===== src/rtl/wb_regfile.sv =====
// Write-back register file: 32 architectural integer registers with two
// combinational read ports, same-cycle write-to-read bypass and x0 tied to zero.
module wb_regfile #(
  parameter int DATA_W = 32,
  parameter int ADDR_W = 5
) (
  input  logic              clk_in,
  input  logic              rst_in,
  input  logic              rdy_in,
  input  logic [ADDR_W-1:0] wb_rd_addr,
  input  logic [DATA_W-1:0] wb_rd_val,
  input  logic [6:0]        wb_ins_type,
  input  logic              rs1_re,
  input  logic [ADDR_W-1:0] rs1_addr,
  output logic [DATA_W-1:0] rs1_val,
  input  logic              rs2_re,
  input  logic [ADDR_W-1:0] rs2_addr,
  output logic [DATA_W-1:0] rs2_val
);

  localparam int DEPTH = 2 ** ADDR_W;

  localparam logic [6:0] OP_LUI   = 7'b0110111;
  localparam logic [6:0] OP_AUIPC = 7'b0010111;
  localparam logic [6:0] OP_JAL   = 7'b1101111;
  localparam logic [6:0] OP_JALR  = 7'b1100111;
  localparam logic [6:0] OP_LOAD  = 7'b0000011;
  localparam logic [6:0] OP_ALOPI = 7'b0010011;
  localparam logic [6:0] OP_ALOP  = 7'b0110011;

  logic [DATA_W-1:0] regs_q [DEPTH];
  logic              writesRd;
  logic              writeEn;

  // Only instruction classes that produce a destination value may commit.
  always_comb begin
    writesRd = 1'b0;
    case (wb_ins_type)
      OP_LUI, OP_AUIPC, OP_JAL, OP_JALR,
      OP_LOAD, OP_ALOPI, OP_ALOP: writesRd = 1'b1;
      default:                    writesRd = 1'b0;
    endcase
  end

  assign writeEn = rdy_in & ~rst_in & (wb_rd_addr != '0) & writesRd;

  always_ff @(posedge clk_in or posedge rst_in) begin
    if (rst_in) begin
      for (int i = 0; i < DEPTH; i++) begin
        regs_q[i] <= '0;
      end
    end else if (writeEn) begin
      regs_q[wb_rd_addr] <= wb_rd_val;
    end
  end

  // Bypass lets decode see a value retiring in the same cycle it is read.
  always_comb begin
    rs1_val = '0;
    if (!rst_in && rs1_re && (rs1_addr != '0)) begin
      if (writeEn && (rs1_addr == wb_rd_addr)) begin
        rs1_val = wb_rd_val;
      end else begin
        rs1_val = regs_q[rs1_addr];
      end
    end
  end

  always_comb begin
    rs2_val = '0;
    if (!rst_in && rs2_re && (rs2_addr != '0)) begin
      if (writeEn && (rs2_addr == wb_rd_addr)) begin
        rs2_val = wb_rd_val;
      end else begin
        rs2_val = regs_q[rs2_addr];
      end
    end
  end

endmodule


===== config.mk =====
export PLATFORM = sky130hd
export DESIGN_NAME = wb_regfile
export DESIGN_NICKNAME = d
export VERILOG_FILES = /design/src/rtl/wb_regfile.sv
export SDC_FILE = /design/constraint.sdc
export NUM_CORES = 2
export LEC_CHECK = 0
export CAP_MARGIN = 25
export CORE_MARGIN = 2
export CORE_UTILIZATION = 56
export CTS_CLUSTER_SIZE = 14
export DETAILED_ROUTE_END_ITERATION = 10
export DONT_BUFFER_PORTS = 1
export GPL_TIMING_DRIVEN = 0
export PLACE_DENSITY = 0.77
export SLEW_MARGIN = 40
export SYNTH_ARGS = -nofsm -noshare
export SYNTH_HDL_FRONTEND = slang
export SYNTH_SLANG_ARGS = --single-unit

===== constraint.sdc =====
create_clock -name clk_in -period 90.2 [get_ports clk_in]
set_clock_uncertainty 0.05 [all_clocks]
set_input_delay 9.02 -clock clk_in [delete_from_list [all_inputs] [get_ports clk_in]]
set_output_delay 9.02 -clock clk_in [all_outputs]
set_load 0.1 [all_outputs]

==> impl_metrics.env <==
export IMPL_status="finished clean"
export IMPL_yosysSeqAreaShare_pct=45.52
export IMPL_grt_max_degree=82
export IMPL_grt_pass1_vias=43315
export IMPL_gp_congestion=1.012
export IMPL_worst_setup_path_type="in -> out"
export IMPL_drc=0
export IMPL_num_io_pins=123
export IMPL_avgSynthCellArea_um2=13.28
export IMPL_post_cts_setup_buffer_count=0
export IMPL_power_density_mw_per_mm2=17.09
export IMPL_max_cap_violations=0
export IMPL_r2r_end="regs_q[447]"
export IMPL_setup_worst_path_start="rs1_addr[2]"
export IMPL_clkSlewWorstSetupHoldPaths_ps=60
export IMPL_fmax_mhz=45.94
export IMPL_core_area_mm2=0.09986
export IMPL_overflow=0
export IMPL_track_usage_pct=42.51
export IMPL_root_buffer="clkbuf_16"
export IMPL_io_buffers=0
export IMPL_ys_ff_latch=1024
export IMPL_worstPathRequired_ps=81130
export IMPL_crit_end="rs1_val[24]"
export IMPL_yosys_warnings=0
export IMPL_antenna_found_initial=13
export IMPL_hold_viol_final=0
export IMPL_hpwl_um=148900
export IMPL_cellLeakagePower_nw=29.37
export IMPL_fin_hold_ws_ps=431.8
export IMPL_netlist_area_mm2=0.05629
export IMPL_row_count=116
export IMPL_largest_register_ffs=1024
export IMPL_startpoint_type="primary input"
export IMPL_hold_buffers=0
export IMPL_reg_largest_list="regs_q: 1024 flops"
export IMPL_max_slew_margin_pct=31.86
export IMPL_rsz0062_at_grt="false"
export IMPL_numCtsBuffers=109
export IMPL_regMostFlops="regs_q"
export IMPL_final_common_cell="dfrtp_1"
export IMPL_ir_worst_vdd_mv=0.01648
export IMPL_most_common_layout_cells="dfrtp_1 (1,024), mux2_2 (879), mux2i_1 (512)"
export IMPL_arrival_ps=12700
export IMPL_synth_edff_count=0
export IMPL_r2r_slack_ps=89300
export IMPL_finalSetupViolCount=0
export IMPL_synthFlopType="dfrtp_1"
export IMPL_r2r_start="regs_q[447]"
export IMPL_hp_class="reg -> reg"
export IMPL_finalWirelength_um=220900
export IMPL_die_h_um=321.0
export IMPL_tns_ps=0
export IMPL_htreeDepth=3
export IMPL_finalMaxSlewViolations=0
export IMPL_yosysUniqueCellTypes=41
export IMPL_start_util_pct=56.37
export IMPL_insertion_delay_ps=720
export IMPL_clock_sinks=1024
export IMPL_vias_per_cell=7.582
export IMPL_syn_inst=4240
export IMPL_die_w_um=321.0
export IMPL_firstDrtPassIters=10
export IMPL_crit_fanout=10
export IMPL_cts_resized_gates=0
export IMPL_grt_pass1_wl_um=309000
export IMPL_synthToLayoutAreaGrowth_pct=12.09
export IMPL_ctsLongestPathBuffers=3
export IMPL_die_area_mm2=0.1031
export IMPL_via_count=43734
export IMPL_ant_nets=0
export IMPL_worstMarginPinSlew_ps=1022
export IMPL_post_route_period_util_pct=24.13
export IMPL_nets=4429
export IMPL_worst_setup_path_end_kind="primary output"
export IMPL_reg2regPathDepth=1
export IMPL_period_needed_ps=21770
export IMPL_drive_gt1_share_pct=39.49
export IMPL_wire_per_inst_um=38.30
export IMPL_first_iter_violations=6483
export IMPL_cts_tree="yes"
export IMPL_synthArstFlopShare_pct=100.0
export IMPL_synthesis_nets=4299
[worst min-delay path by stage]
| stage | startpoint | end | slack [ps] | cells past startpoint |
|---|---|---|---|---|
| 3_5_place_dp | regs_q[992] | regs_q[992] | 420 | 1 |
| 4_1_cts | regs_q[992] | regs_q[992] | 430 | 1 |
| 2_1_floorplan | regs_q[1000] | regs_q[1000] | 400 | 1 |
| 5_1_grt | regs_q[1023] | regs_q[1023] | 450 | 1 |
| 3_3_place_gp | regs_q[1015] | regs_q[1015] | 410 | 1 |
| 6_report | regs_q[992] | regs_q[992] | 430 | 1 |
[kinds of logic (layout without fill, tap and decap cells)]
logic type	after synthesis	in the layout	share of synthesized area (%)
multiplexers	1760	1760	39.59
AO/OA/AOI/OAI	647	647	8.529
buffers and inverters	476	695	3.850
flip-flops	1024	1024	45.52
XOR/XNOR	10	10	0.1556
AND/OR/NAND/NOR	323	323	2.347
other	0	11	0
[routing by layer]
layer | part of all wire (%) | up-vias | GRT usage (%)
met5 | 0.070 | - | 0.4728
met3 | 17 | 1158 | 22.47
met1 | 34 | 22190 | 51.89
met2 | 41 | 3875 | 58.49
met4 | 7.7 | 16 | 27.55
li1 | - | 16495 | -
[cell type report]
class / count / area (µm²)
Antenna cell: 11 / 27.53
Multi-Input combinational cell: 2740 / 29220
Sequential cell: 1024 / 25620
Buffer: 471 / 2266
Timing Repair Buffer: 19 / 475.5
Clock inverter: 36 / 509.2
Clock buffer: 164 / 3317
Tap cell: 1298 / 1624
Inverter: 5 / 26.28
Fill cell: 7401 / 36760
[where the power goes]
| part | internal [mW] | total (mW) | switching (mW) |
|---|---|---|---|
| Sequential | 0.465 | 0.470 | 0.00462 |
| Clock | 0.287 | 0.487 | 0.200 |
| Combinational | 0.0331 | 0.122 | 0.0884 |
[cell usage after synthesis, drive strengths merged, types with 2 or more instances]
| master | count | area, µm² |
|---|---|---|
| a221o | 128 | 1281 |
| a311oi | 2 | 30.03 |
| xor2 | 10 | 87.58 |
| a221oi | 128 | 1121 |
| nand3b | 5 | 53.80 |
| mux2 | 992 | 11400 |
| nand4 | 2 | 12.51 |
| buf | 210 | 1169 |
| dfrtp | 1024 | 25620 |
| or2 | 3 | 18.77 |
| nor2b | 2 | 12.51 |
| o22ai | 64 | 400.4 |
| a21oi | 67 | 335.3 |
| clkbuf | 261 | 979.7 |
| o21ai | 128 | 640.6 |
| nand2 | 195 | 732.0 |
| or3b | 2 | 17.52 |
| a211oi | 64 | 480.5 |
| nand2b | 3 | 18.77 |
| a22oi | 64 | 480.5 |
| nor3 | 3 | 15.01 |
| mux4 | 256 | 5766 |
| nand4b | 2 | 17.52 |
| inv | 5 | 18.77 |
| nor2 | 99 | 371.6 |
| mux2i | 512 | 5125 |
| nand3 | 5 | 35.03 |
[critical path, cell delays in order]
cell and delay [ps]:
buf_2 300, nor2_1 130, clkbuf_1 380, clkbuf_1 450, a221oi_1 640, nor2_1 90
o21ai_0 730, a211oi_1 270, o21ai_4 650
[per-stage QoR]
stage,worst slack [ps],instance area (µm²),cells,power [mW],util [%]
final,68430,63090,5768,1.078,63.18
after CTS,68700,63030,5756,1.066,63.12
after floorplan,44800,56290,4240,0.5459,-
after detailed placement,68720,59200,5556,0.5926,59.28
after global placement,30860,57910,5538,0.5863,58.00
after global routing,68540,63060,5757,1.094,63.16
Note: power is estimated with default switching activity, not from simulation.
